$ cat config.mk
export PLATFORM = sky130hd
export DESIGN_NAME = keypad_scan
export DESIGN_NICKNAME = d
export VERILOG_FILES = /design/src/rtl/keypad_scan_pkg.sv /design/src/rtl/keypad_scan_sync2.sv /design/src/rtl/keypad_scan.sv
export SDC_FILE = /design/constraint.sdc
export NUM_CORES = 1
export LEC_CHECK = 0
export CAP_MARGIN = 30
export CORE_MARGIN = 1.5
export CORE_UTILIZATION = 34
export DETAILED_ROUTE_END_ITERATION = 6
export DONT_BUFFER_PORTS = 1
export HOLD_SLACK_MARGIN = 0.06
export PLACE_DENSITY = 0.49
export SYNTH_ARGS = -nofsm -noshare
export SYNTH_HDL_FRONTEND = slang
export SYNTH_SLANG_ARGS = --single-unit
$ cat constraint.sdc
create_clock -name clk -period 6.2 [get_ports clk]
set_input_delay 0.62 -clock clk [delete_from_list [all_inputs] [get_ports clk]]
set_output_delay 0.62 -clock clk [all_outputs]
set_load 0.02 [all_outputs]
$ cat src/rtl/keypad_scan_pkg.sv
// -----------------------------------------------------------------------------
// keypad_scan_pkg
// Shared definitions for the 4x4 keypad scanner:
//   - scan_state_t : FSM state encodings (SCAN, DEBOUNCE, HELD, RELEASE)
//   - ROW_RESET    : row drive pattern after reset (row 0 driven low)
//   - KEYMAP       : hex code per (row, col), indexed by {row, col}
//   - helper functions to look up a key, encode the driven row and pick the
//     lowest-index active column
// -----------------------------------------------------------------------------
package keypad_scan_pkg;

    typedef enum logic [1:0] {
        ST_SCAN     = 2'd0,
        ST_DEBOUNCE = 2'd1,
        ST_HELD     = 2'd2,
        ST_RELEASE  = 2'd3
    } scan_state_t;

    localparam logic [3:0] ROW_RESET = 4'b1110;

    // Physical layout:
    //   row0: 1 2 3 A
    //   row1: 4 5 6 B
    //   row2: 7 8 9 C
    //   row3: E 0 F D
    localparam logic [3:0] KEYMAP [0:15] = '{
        4'h1, 4'h2, 4'h3, 4'hA,
        4'h4, 4'h5, 4'h6, 4'hB,
        4'h7, 4'h8, 4'h9, 4'hC,
        4'hE, 4'h0, 4'hF, 4'hD
    };

    function automatic logic [3:0] keymap_lookup(input logic [1:0] row,
                                                 input logic [1:0] col);
        return KEYMAP[{row, col}];
    endfunction

    // Index of the single low bit in the active-low row drive.
    function automatic logic [1:0] row_index(input logic [3:0] row);
        logic [1:0] idx;
        case (row)
            4'b1110: idx = 2'd0;
            4'b1101: idx = 2'd1;
            4'b1011: idx = 2'd2;
            4'b0111: idx = 2'd3;
            default: idx = 2'd0;
        endcase
        return idx;
    endfunction

    // Lowest-index low column wins when several keys share the driven row.
    function automatic logic [1:0] lowest_low(input logic [3:0] col);
        logic [1:0] idx;
        if (!col[0])      idx = 2'd0;
        else if (!col[1]) idx = 2'd1;
        else if (!col[2]) idx = 2'd2;
        else              idx = 2'd3;
        return idx;
    endfunction

endpackage

$ cat src/rtl/keypad_scan_sync2.sv
// -----------------------------------------------------------------------------
// sync2
// Two-flop synchronizer, 4 bits wide, for the asynchronous column inputs.
// Resets to 4'hF (no key pressed, columns are active-low).
// Ports:
//   clk  - system clock
//   rst  - asynchronous active-low reset
//   d    - asynchronous input
//   q    - synchronized output
// -----------------------------------------------------------------------------
module sync2 (
    input  logic       clk,
    input  logic       rst,
    input  logic [3:0] d,
    output logic [3:0] q
);

    logic [3:0] meta_reg;
    logic [3:0] sync_reg;

    always_ff @(posedge clk or negedge rst) begin
        if (!rst) begin
            meta_reg <= 4'hF;
            sync_reg <= 4'hF;
        end else begin
            meta_reg <= d;
            sync_reg <= meta_reg;
        end
    end

    assign q = sync_reg;

endmodule

$ cat src/rtl/keypad_scan.sv
// -----------------------------------------------------------------------------
// keypad_scan
// 4x4 matrix keypad scanner with debounce and an 8-digit entry buffer.
// Rows are driven one at a time (active-low) and advance on each scan tick
// while no column is low. A detected key must stay stable for DEB_TICKS ticks
// to be accepted, and its release must be stable for DEB_TICKS ticks before
// scanning resumes.
//
// Optional feature macro: KEYPAD_REPEAT_EN
//   defined   - while a key is held, key_valid re-pulses every REPEAT_TICKS
//               ticks with the same code, shifting digits again each time.
//   undefined - exactly one key_valid per press; no repeat counter exists.
//
// Parameters:
//   SCAN_DIV_W   - tick every 2^SCAN_DIV_W clk cycles
//   DEB_TICKS    - stable ticks to accept a press or release
//   REPEAT_TICKS - auto-repeat interval in ticks
// Ports:
//   clk       - system clock
//   rst       - asynchronous active-low reset
//   row_out   - row drive, active-low, exactly one bit low
//   col_in    - column sense, active-low, asynchronous
//   key_code  - hex code of the last accepted key
//   key_valid - one-cycle pulse per accepted key event
//   key_held  - high while an accepted key remains pressed
//   digits    - 8-nibble entry buffer, [3:0] newest
// -----------------------------------------------------------------------------
module keypad_scan
    import keypad_scan_pkg::*;
#(
    parameter int SCAN_DIV_W   = 16,
    parameter int DEB_TICKS    = 16,
    parameter int REPEAT_TICKS = 256
) (
    input  logic        clk,
    input  logic        rst,
    output logic [3:0]  row_out,
    input  logic [3:0]  col_in,
    output logic [3:0]  key_code,
    output logic        key_valid,
    output logic        key_held,
    output logic [31:0] digits
);

    localparam int               DEB_W    = $clog2(DEB_TICKS + 1);
    localparam logic [DEB_W-1:0] DEB_LAST = DEB_W'(DEB_TICKS);

    if (SCAN_DIV_W < 1 || DEB_TICKS < 1 || REPEAT_TICKS < 1) begin : g_bad_params
        $error("keypad_scan: SCAN_DIV_W, DEB_TICKS and REPEAT_TICKS must be >= 1");
    end

    logic [3:0] col_s;

    sync2 u_sync2 (
        .clk (clk),
        .rst (rst),
        .d   (col_in),
        .q   (col_s)
    );

    scan_state_t              state_reg, state_next;
    logic [SCAN_DIV_W-1:0]    div_reg;
    logic [3:0]               row_reg, row_next;
    logic [1:0]               row_idx_reg, row_idx_next;
    logic [1:0]               col_idx_reg, col_idx_next;
    logic [DEB_W-1:0]         deb_reg, deb_next, deb_inc;
    logic [3:0]               code_reg, code_next;
    logic                     valid_reg, valid_next;
    logic                     held_reg, held_next;
    logic [31:0]              digits_reg, digits_next;
    logic                     tick;
    logic                     col_high;
    logic                     accept;

`ifdef KEYPAD_REPEAT_EN
    localparam int               REP_W    = $clog2(REPEAT_TICKS + 1);
    localparam logic [REP_W-1:0] REP_LAST = REP_W'(REPEAT_TICKS);
    logic [REP_W-1:0]            rep_reg, rep_next, rep_inc;
`endif

    // Tick fires in the cycle where the divider wraps back to zero.
    assign tick = &div_reg;

    always_ff @(posedge clk or negedge rst) begin
        if (!rst) begin
            div_reg <= '0;
        end else begin
            div_reg <= div_reg + SCAN_DIV_W'(1);
        end
    end

    // State register and all datapath registers.
    always_ff @(posedge clk or negedge rst) begin
        if (!rst) begin
            state_reg   <= ST_SCAN;
            row_reg     <= ROW_RESET;
            row_idx_reg <= 2'd0;
            col_idx_reg <= 2'd0;
            deb_reg     <= '0;
            code_reg    <= 4'h0;
            valid_reg   <= 1'b0;
            held_reg    <= 1'b0;
            digits_reg  <= 32'h0;
`ifdef KEYPAD_REPEAT_EN
            rep_reg     <= '0;
`endif
        end else begin
            state_reg   <= state_next;
            row_reg     <= row_next;
            row_idx_reg <= row_idx_next;
            col_idx_reg <= col_idx_next;
            deb_reg     <= deb_next;
            code_reg    <= code_next;
            valid_reg   <= valid_next;
            held_reg    <= held_next;
            digits_reg  <= digits_next;
`ifdef KEYPAD_REPEAT_EN
            rep_reg     <= rep_next;
`endif
        end
    end

    always_comb begin
        state_next   = state_reg;
        row_next     = row_reg;
        row_idx_next = row_idx_reg;
        col_idx_next = col_idx_reg;
        deb_next     = deb_reg;
        code_next    = code_reg;
        valid_next   = 1'b0;
        held_next    = held_reg;
        digits_next  = digits_reg;
        accept       = 1'b0;
        deb_inc      = deb_reg + DEB_W'(1);
        // Only the latched column matters once a key has been detected.
        col_high     = col_s[col_idx_reg];
`ifdef KEYPAD_REPEAT_EN
        rep_next     = rep_reg;
        rep_inc      = rep_reg + REP_W'(1);
`endif

        if (tick) begin
            case (state_reg)
                ST_SCAN: begin
                    if (col_s == 4'hF) begin
                        row_next = {row_reg[2:0], row_reg[3]};
                    end else begin
                        // Row stays where it is so the key remains visible.
                        row_idx_next = row_index(row_reg);
                        col_idx_next = lowest_low(col_s);
                        deb_next     = '0;
                        state_next   = ST_DEBOUNCE;
                    end
                end
                ST_DEBOUNCE: begin
                    if (!col_high) begin
                        deb_next = deb_inc;
                        if (deb_inc == DEB_LAST) begin
                            accept     = 1'b1;
                            held_next  = 1'b1;
                            state_next = ST_HELD;
`ifdef KEYPAD_REPEAT_EN
                            rep_next   = '0;
`endif
                        end
                    end else begin
                        state_next = ST_SCAN;
                    end
                end
                ST_HELD: begin
                    if (col_high) begin
                        deb_next   = '0;
                        state_next = ST_RELEASE;
                    end
`ifdef KEYPAD_REPEAT_EN
                    else if (rep_inc == REP_LAST) begin
                        accept   = 1'b1;
                        rep_next = '0;
                    end else begin
                        rep_next = rep_inc;
                    end
`endif
                end
                ST_RELEASE: begin
                    if (col_high) begin
                        deb_next = deb_inc;
                        if (deb_inc == DEB_LAST) begin
                            held_next  = 1'b0;
                            state_next = ST_SCAN;
                        end
                    end else begin
                        // Release bounced: key still down.
                        state_next = ST_HELD;
`ifdef KEYPAD_REPEAT_EN
                        rep_next   = '0;
`endif
                    end
                end
                default: state_next = ST_SCAN;
            endcase
        end

        // Code, buffer and pulse all register on the same edge.
        if (accept) begin
            code_next   = keymap_lookup(row_idx_reg, col_idx_reg);
            digits_next = {digits_reg[27:0], code_next};
            valid_next  = 1'b1;
        end
    end

    assign row_out   = row_reg;
    assign key_code  = code_reg;
    assign key_valid = valid_reg;
    assign key_held  = held_reg;
    assign digits    = digits_reg;

endmodule

-- Yosys cells after proc, flatten, opt, wreduce, memory -nomap -nowiden
Memories as Yosys holds them, arrays and structs flattened.
Cells that the tools add are included.
Widths: inputs -> output; s select.
- $add $sub $neg: 2
- multiply operators: 0
- divide/modulo/power cells: 0
- order comparisons: 2
- eq/ne operators: 16
- shift operators: 0
- mux-type cells: 30
- bitwise gates (word level): 2
- reduce and logical (&&, ||, !) cells: 8
- operators by type and width (kind ; count):
    $reduce_and 20->1 ; 2
    $reduce_and 18->1 ; 2
    $reduce_and 21->1 ; 1
    $mux 5 ; 4
    $pmux 5 s4 ; 1
    $add 16x1->16 const B ; 1
    $mux 2 ; 8
    $reduce_and 16->1 ; 1
    $eq 4x4->1 const B ; 3
    $ne 2x2->1 const B ; 6
    $mux 1 ; 11
    $mux 4 ; 2
    $pmux 2 s4 ; 1
    $ne 3x3->1 const B ; 2
    $pmux 2 s3 ; 1
    $add 5x1->5 const B ; 1
    $eq 5x5->1 const B ; 1
    $ge 5x5->1 const B ; 1
    $not 4->5 ; 1
    $eq 2x2->1 const B ; 2
    $eq 4x3->1 const B ; 1
    $lt 2x3->1 const B ; 1
    $bmux 1 s2 ; 1
    $eq 2x1->1 const B ; 1
    other kinds (4) ; 4
- bits in registers: 77
- latch bits: 0
- bits in writable memories: 0
- memory bits (read-only): 64
- bits of input ports: 6
- output and inout bits: 42
- word-level logic and storage cells: 73
- memories kept: 1
- memories (memory ; words ; bits a word ; rd ports ; clocked after memory_dff ; wr ports ; line ; source):
    (name not given) ; 16 ; 4 ; 1 ; 0 ; 0 ; keypad_scan_pkg.sv:35 ; return KEYMAP[{row, col}];

-- Logic depth before layout (Yosys ltp)
Gate-level depths: netlist of the first run.
- depth in word-level cells: 7
- depth in mapped cells: 8

-- Cells and area by module
From an unflattened synthesis of the first run, not the netlist that was laid out.
- cells, all modules: 251
- area total of the unflattened synthesis: 3365.7 um^2
- modules (own cells, without submodules) (module ; times used ; cells an instance ; area each (um^2) ; seq. area each (um^2)):
    keypad_scan ; 1 ; 243 ; 3155.5 ; 1630.3
    sync2 ; 1 ; 8 ; 210.2 ; 210.2

-- Worst setup path before layout of the first run
Ideal clock, no wire load.
- path kind: register to register
- start point: reg div_reg[0]
- end point: reg digits_reg[10], in the netlist digits[10]
- setup time: 0.125 ns
- arrival time: 1.969 ns
- data required time: 6.075 ns
- setup slack: 4.106 ns
- stages on the path, launching flop included: 9
- path buffers: 2
- clock period less this slack: 2.094 ns
- cells stage by stage: dfrtp_1 ha_1 nand2_1 nor4_4 nand4_2 nand2b_4 buf_6 buf_12 mux2_4
- word-level cells in the longest chain between the ends: 2
- RTL lines (element ; line ; source):
    from (decl) ; keypad_scan.sv:62 ; logic [SCAN_DIV_W-1:0] div_reg;
    from (signal assigned) ; keypad_scan.sv:88 ; div_reg <= div_reg + SCAN_DIV_W'(1);
    $reduce_and 16->1 ; keypad_scan.sv:82 ; assign tick = &div_reg;
    $mux 1 ; keypad_scan.sv:142 ; if (tick) begin
    to (signal assigned) ; keypad_scan.sv:116 ; digits_reg <= digits_next;
    to (decl) ; keypad_scan.sv:70 ; logic [31:0] digits_reg, digits_next;
No other way between the ends.
A chain may end at the register's enable or synchronous reset.

-- Final worst setup path of the first run
- start point: reg div_reg[0]
- end point: reg code_reg[2], in the netlist key_code[2]
- word-level cells in the longest chain between the ends: 2
- RTL lines (element ; line ; source):
    $reduce_and 16->1 ; keypad_scan.sv:82 ;
    $mux 1 ; keypad_scan.sv:142 ;
    to (signal assigned) ; keypad_scan.sv:113 ; code_reg <= code_next;
    to (decl) ; keypad_scan.sv:67 ; logic [3:0] code_reg, code_next;
No other way between the ends.

==> summary.md, run 1 <==
| Metric | Value |
|---|---|
| Run status | `finished, final reports clean` |
| Total negative slack | `0 ns` |
| Bufs on Longest Clock Path | `2` |
| Top Usage Layer GRT | `met2` |
| WL final | `roughly 5.4 mm` |
| Worst hold path type | `in2async` |
| DR vias/cell | `around 4.8` |
| Number of flops mapped to enable cells by yosys | `0` |
| Critical Path Sink Type | `register` |
| Leakage power | `0.00172 uW` |
| Area contributors post-synth | `dfrtp_1, mux2_4, dfstp_2, mux2_2, xnor2_1` |
| Biggest area consumer among synthesized cells | `dfrtp_1` |
| M3 GR Usage | `0.0561` |
| DP Wirelength | `roughly 3.4 mm` |
| Starting Density | `0.356` |
| Area delta synth->final | `7.65%` |
| Syn Nets | `260` |
| Ys async rst share | `1.00` |
| Fin crit period | `~2.4 ns` |
| Mapped Area | `around 0.0033 mm^2` |
| First-pass GRT wire length | `between 9 and 10 mm` |
| DRT antenna net count | `0` |
| Grt met2 use | `0.167` |
| Chip height | `between 100 and 150 um` |
| Crit path buffers/inverters | `0` |
| Layout Skew | `between 0.009 and 0.01 ns` |
| Clk Tree Root Cell | `clkbuf_8` |
| Crit path DAT | `2.66 ns` |
| F_max | `between 400 and 500 MHz` |
| Grt ovf | `0` |
| Crit Path Class | `reg2reg` |
| CTS clk-pin slew, worst paths | `0.08 ns` |
| Final Max Tran Viols | `0` |
| Filler cell count | `a little over 900` |
| Yosys reg bits | `between 70 and 80` |
| Layout cells sized above 1 | `0.286` |
| Vias | `between 1500 and 2000` |
| Hold_buf cts | `1` |
| DRT Pass-1 Iters | `4` |
| Post-route cell area | `around 0.0036 mm^2` |
| RSZ-0062 raised after global routing | `no` |
| GRT Overall Usage | `0.116` |
| Slew margin rel. | `0.506` |
| Max FO, Critical Path | `33` |
| Comb power frac | `0.014` |
| Commonest cells in the netlist | `dfrtp_1, mux2_4, nand2_1, nand3_1` |
| Setup Buffers After CTS | `0` |
| DR WL/cell | `around 14 um` |
| Placer Congestion | `0.681` |
| Worst slew pin tran | `around 0.73 ns` |
| Largest net degree at the start of global routing | `63` |
| Yosys top cell area share | `0.465` |
| Library cells used by synthesis | `between 40 and 50` |
| Internal | `between 600 and 700 uW` |
| H-tree Lvls | `3` |
| GR Util met1 | `0.147` |
| Synth Instances | `roughly 250` |
| Nets | `259` |
| Placed insts | `~360` |
| Die area | `roughly 0.010 mm^2` |
| CTS resizes | `0` |
| Number of flip-flops in the largest register | `29` |
| FF-to-FF Start | `div_reg[0]` |
| Initial antenna violation count | `0` |
| Final setup viols | `0` |
| Max IR drop VDD | `0.139 mV` |
| Register share of total power | `0.568` |
| R2R Path End | `key_code[2]` |
| Mean Syn Cell Area | `13.5 um^2` |
| Final Non-Filler Cells | `381` |
| Clock sink total | `73` |
| YS warnings | `0` |
| Max incr delay on CP | `about 0.47 ns` |
| Cells traversed along the worst timing path | `ha_1, nand2_1, nor4_4, nand4_2, nand2b_4, mux2_1` |
| Post-DP Area | `0.00338 mm^2` |
| Tcrit/Tclk final | `0.390` |
| # port buffers | `0` |
| DR DRC count | `0` |
| Family with the most delay on the worst path | `simple AND/OR/NAND/NOR gates` |
| Endpoints failing hold | `0` |
| Most numerous cell in the Yosys netlist | `dfrtp_1` |
| Reg2reg setup slack | `3.78 ns` |
| Switch share | `0.249` |
| Most used DFF post-synth | `dfrtp_1` |
| Inserted Clock Buffers | `9` |
| Antenna cells | `0` |
| CP Launch Type | `register` |
| Io pins | `48` |
| CTS tree | `yes` |
| Initial DRC Count | `slightly below 60` |
| Die X | `between 100 and 150 um` |
| Vias in the first global route | `about 1900` |
| Row Count | `35` |
| # Max-Cap Violations | `0` |
| Hold_ws | `around 0.11 ns` |
| Sequential cell area fraction in the yosys report | `0.551` |
| Pwr dens | `around 240 mW/mm^2` |
| Clock group share of total power | `0.417` |
| Core area | `between 0.009 and 0.01 mm^2` |
| Worst R2R Path Depth | `6` |
| CP max stage cell | `nor4_4` |
| Clock Latency Late Sink | `approximately 0.35 ns` |
| WP data required | `~6.4 ns` |
| Switch Pwr | `between 200 and 250 uW` |
[layout by cell type, fill, tap and decap left out, types with 6 or more instances in the layout]
cell / count
nand2_1: 20
mux2_2: 8
xor2_1: 6
dfstp_2: 11
clkbuf_8: 9
nor2_1: 7
xnor2_1: 10
ha_1: 6
mux2_4: 29
o21ai_0: 11
nand3_1: 14
dfrtp_1: 62
[stage by stage]
stage               total power, uW  setup slack, ns  utilization
floorplan                       493             4.11            -
CTS                             867             3.75        0.383
global placement                494             3.82        0.361
detailed placement              494             3.74        0.361
finish                          848             3.78        0.383
global route                    890             3.53        0.383
[final cells by class]
| cell class | instances | area, um^2 | area share |
|---|---|---|---|
| Tap cell | 129 | 161 | 0.0449 |
| Inverter | 5 | 18.8 | 0.00522 |
| Multi-Input combinational cell | 157 | 1360 | 0.378 |
| Clock buffer | 9 | 124 | 0.0345 |
| Timing Repair Buffer | 1 | 27.5 | 0.00766 |
| Sequential cell | 73 | 1840 | 0.512 |
| Clock inverter | 7 | 62.6 | 0.0174 |
[worst max path at each step]
stage,startpoint,to,cells after the start
after floorplan,div_reg[0],digits[10],8
after global placement,div_reg[0],key_code[2],6
after detailed placement,div_reg[0],key_code[2],6
after CTS,div_reg[0],key_code[2],6
after global routing,div_reg[0],key_code[2],6
final,div_reg[0],key_code[2],6
[cells by family after synthesis]
family	after synthesis	synth area share
flip-flops	73	0.551
AND/OR/NAND/NOR	66	0.114
multiplexers	43	0.180
AO/OA/AOI/OAI	26	0.0487
buffers and inverters	18	0.0416
XOR/XNOR	16	0.0420
adder cells (fa/ha/maj)	6	0.0225
[metal layers]
layer / vias up / part of all wire
met5: - / 0
met4: 0 / 0.016
met3: 9 / 0.087
met2: 47 / 0.44
met1: 896 / 0.46
li1: 863 / -
[worst reg2reg max path, cell delays in order (launching register included)]
cell and delay (ns):
dfrtp_1 0.41, ha_1 0.24, nand2_1 0.12, nor4_4 0.47, nand4_2 0.17, nand2b_4 0.47, mux2_1 0.44
[power by group through the flow]
| stage | logic, uW | registers (uW) | clock network (uW) |
|---|---|---|---|
| after floorplan | 2.32 | 491 | 0 |
| after global placement | 2.85 | 491 | 0 |
| after detailed placement | 2.88 | 491 | 0 |
| after CTS | 13.3 | 482 | 372 |
| after global routing | 14.5 | 482 | 393 |
| final | 12.2 | 482 | 354 |
Power figures use the tool's default switching activity.
==> run 2, diff against run 1 <==
--- a/config.mk
+++ b/config.mk
@@ -5,6 +5,7 @@
 export SDC_FILE = /design/constraint.sdc
 export NUM_CORES = 1
 export LEC_CHECK = 0
+export ABC_AREA = 1
 export CAP_MARGIN = 30
 export CORE_MARGIN = 1.5
 export CORE_UTILIZATION = 34
==> constraint.sdc (replaced) <==
create_clock -name clk -period 2.5 [get_ports clk]
set_input_delay 0.25 -clock clk [delete_from_list [all_inputs] [get_ports clk]]
set_output_delay 0.25 -clock clk [all_outputs]
set_load 0.02 [all_outputs]
==> run 2 against run 1 <==
Compared with the run above: combinational power grew to 3.5 times the previous value; total power up 140%; fmax is 35% higher; core utilization increased by 0.34 points; largest power group unchanged; critical endpoint is now digits[27]; count of clock-buffer cells in the layout is 2 higher; global-route usage increased by 1.8 points; synthesized cell count up 46%; register-to-register slack lost 3.1 ns; non-clock buffer count increased by 7; final area down 0.52%; cell count is 31% higher; critical path depth grew 5.
==> summary.md, run 2 <==
| Metric | Value |
|---|---|
| # port buffers | `0 (unchanged)` |
| Commonest cells after routing, fill and taps aside | `nand2_1, dfrtp_1, inv_1, nor2_1, nand3_1` |
| Pwr dens | `574 mW/mm^2 (+140%)` |
| Io pins | `48 (unchanged)` |
| Sequential cell area fraction in the yosys report | `0.568 (+0.0164)` |
| Leakage power | `0.00181 uW (+5.1%)` |
| Hold_ws | `0.357 ns (+0.252 ns)` |
| Final Max Tran Viols | `0 (unchanged)` |
| Post-route cell area | `0.00357 mm^2 (-0.52%)` |
| Initial antenna violation count | `0 (unchanged)` |
| Placed insts | `480 (+32%)` |
| DR DRC count | `0 (unchanged)` |
| Die area | `0.0101 mm^2 (-2.8%)` |
| Inserted Clock Buffers | `9 (unchanged)` |
| Endpoints failing hold | `0 (unchanged)` |
| First-pass GRT wire length | `10.6 mm (+16%)` |
| Synth Instances | `361 (+46%)` |
| Number of flops mapped to enable cells by yosys | `0 (unchanged)` |
| RSZ-0062 raised after global routing | `no` |
| Nets | `380 (+47%)` |
| YS warnings | `0 (unchanged)` |
| Bufs on Longest Clock Path | `2 (unchanged)` |
| Worst hold path type | `reg2reg` |
| H-tree Lvls | `3 (unchanged)` |
| Clock Latency Late Sink | `0.35 ns (about the same)` |
| Initial DRC Count | `59 (unchanged)` |
| Area delta synth->final | `10.3%` |
| DP Wirelength | `4.05 mm (+18%)` |
| Biggest area consumer among synthesized cells | `dfrtp_1` |
| Clk Tree Root Cell | `clkbuf_8` |
| DR vias/cell | `4.51 (-5.3%)` |
| Cells traversed along the worst timing path | `ha_1, nand2_1, inv_2, nand2_1, nand2_1, nand2_1, nand3_1, inv_2, nand2_2, inv_2, o21ai_0` |
| Chip height | `101 um (-1.4%)` |
| Worst slack, placed | `0.680 ns (-3.06 ns)` |
| CP max stage cell | `dfrtp_1` |
| F_max | `558 MHz (+35%)` |
| Fin worst setup slack | `0.709 ns (-3.07 ns)` |
| Antenna cells | `0 (unchanged)` |
| Vias in the first global route | `2243 (+21%)` |
| Tcrit/Tclk final | `0.716 (+0.326)` |
| Most used DFF post-synth | `dfrtp_1` |
| Core area | `0.00924 mm^2 (-1.4%)` |
| Run status | `finished, final reports clean` |
| # Max-Cap Violations | `0 (unchanged)` |
| Most numerous cell in the Yosys netlist | `nand2_1` |
| Commonest non-fill, non-tap cell in the layout | `nand2_1` |
| Library cells used by synthesis | `29 (-36%)` |
| Commonest cells in the netlist | `nand2_1, dfrtp_1, inv_1, nor2_1, nand3_1` |
| Total negative slack | `0 ns (unchanged)` |
| Mapped Area | `0.00324 mm^2 (-2.9%)` |
| Layout cells sized above 1 | `0.118 (-0.167)` |
| Largest net degree at the start of global routing | `74 (+17%)` |
| Max incr delay on CP | `0.41 ns (-0.06 ns)` |
| DRT Pass-1 Iters | `4 (unchanged)` |
| Layout Skew | `0.0122 ns (+0.00257 ns)` |
| Grt ovf | `0 (unchanged)` |
| Syn Nets | `373 (+43%)` |
| WP data required | `2.72 ns (-3.72 ns)` |
| Worst slew pin tran | `0.436 ns (-0.298 ns)` |
| Mean Syn Cell Area | `8.98 um^2 (-33%)` |
| Starting Density | `0.351 (-0.00536)` |
| Crit Path Class | `reg2reg` |
| Max IR drop VDD | `0.338 mV (+140%)` |
| Fin crit period | `1.79 ns (-0.630 ns)` |
| Slew margin rel. | `0.709 (+0.203)` |
| Max FO, Critical Path | `27 (-18%)` |
| Clock sink total | `73 (unchanged)` |
| Row Count | `35 (unchanged)` |
| CTS clk-pin slew, worst paths | `0.08 ns (about the same)` |
| Yosys top cell area share | `0.479 (+0.0138)` |
| Ys async rst share | `1.00 (unchanged)` |
| DRT antenna net count | `0 (unchanged)` |
| Yosys reg bits | `73 (unchanged)` |
| DR WL/cell | `12.0 um (-15%)` |
| Number of flip-flops in the largest register | `29 (unchanged)` |
| Placer Congestion | `0.801 (+18%)` |
| WL final | `6.00 mm (+11%)` |
| CP Launch Type | `register` |
| Die X | `101 um (-1.4%)` |
| Crit path DAT | `2.01 ns (-0.65 ns)` |
| GRT Overall Usage | `0.134 (+0.0182)` |
| Final setup viols | `0 (unchanged)` |
| Final Non-Filler Cells | `501 (+31%)` |
| Critical Path Sink Type | `register` |
| Post-DP Area | `0.00333 mm^2 (-1.6%)` |
| Area contributors post-synth | `dfrtp_1, nand2_1, dfstp_2, inv_1, xor2_1` |
| CTS tree | `yes` |
| Vias | `2260 (+25%)` |
| Cell with the most instances on the worst path | `nand2_1` |
==> run 2: cell count changes in the layout (fill, tap and decap cells not counted), sizes merged, moves of 4 or more <==
cell / delta
nand2: +126
mux2: -38
inv: +19
nor2: +16
o21ai: +7
a21oi: +5
dlygate4sd3: +5
nand2b: -5
mux2i: -4
xnor2: -4
==> run 2: power by group <==
| part | switching [uW] | leakage, uW | internal (uW) |
|---|---|---|---|
| clock | 428 | 0.0000854 | 384 |
| sequential | 3.36 | 0.000967 | 1190 |
| combinational | 30.2 | 0.000753 | 12.8 |
==> run 2: final cells by class <==
class / instances / area (um^2)
clock buffers: 11 / 141
repair buffers: 8 / 92.6
well taps: 129 / 161
inverters: 28 / 105
flip-flops and latches: 73 / 1840
fillers: 933 / 5670
clock inverters: 4 / 30.0
multi-input cells: 248 / 1200
==> run 2: layer usage <==
| layer | GRT usage | routed length (um) | vias to the layer above | part of all wire |
|---|---|---|---|---|
| li1 | - | - | 1140 | - |
| met1 | 0.173 | 2910 | 1049 | 0.49 |
| met2 | 0.195 | 2500 | 61 | 0.42 |
| met3 | 0.0610 | 490 | 10 | 0.082 |
| met4 | 0.0520 | 100 | 0 | 0.017 |
| met5 | 0 | 0 | - | 0 |
==> run 2: logic make-up (layout without fill, tap and decap cells) <==
group / after synthesis / count (layout) / share of synthesized area
XOR/XNOR: 15 / 15 / 0.0405
flip-flops: 73 / 73 / 0.568
AO/OA/AOI/OAI: 30 / 30 / 0.0479
buffers and inverters: 40 / 51 / 0.0610
adder cells (fa/ha/maj): 6 / 6 / 0.0232
AND/OR/NAND/NOR: 197 / 197 / 0.260
==> run 2: path summary, 6_finish.rpt <==
kind | startpoint | cells after the start | end | slack [ns]
hold / removal | u_sync2.meta_reg[3] | 0 | u_sync2.q[3] | 0.36
setup / recovery | deb_reg[0] | 11 | digits[27] | 0.71
setup reg to reg | deb_reg[0] | 11 | digits[27] | 0.71
hold reg to reg | u_sync2.meta_reg[3] | 0 | u_sync2.q[3] | 0.36
min in group asynchronous | rst | 2 | digits[31] | 0.41
max in group asynchronous | rst | 2 | row_out[1] | 1.72
==> run 2: metrics by stage <==
step,utilization,power [uW]
global route,0.387,2150
finish,0.387,2050
detailed placement,0.360,1230
CTS,0.387,2090
floorplan,-,1230
global placement,0.360,1230
==> run 2: worst max-delay path: cells and delay by family, from the launching register on <==
kind                       cells  cell delay [ns]
and+or+nand+nor                6             0.47
buffers and inverters          3             0.44
DFF                            1             0.41
adders and majority gates      1             0.22
AOI/OAI and AO/OA              1             0.13
==> run 2: what timing repair did <==
action / CTS / global route
buffers inserted: 0 / 0
gates resized for setup: 0 / 0
hold buffers: 6 / 0
endpoints found under the hold margin: 77 / 0
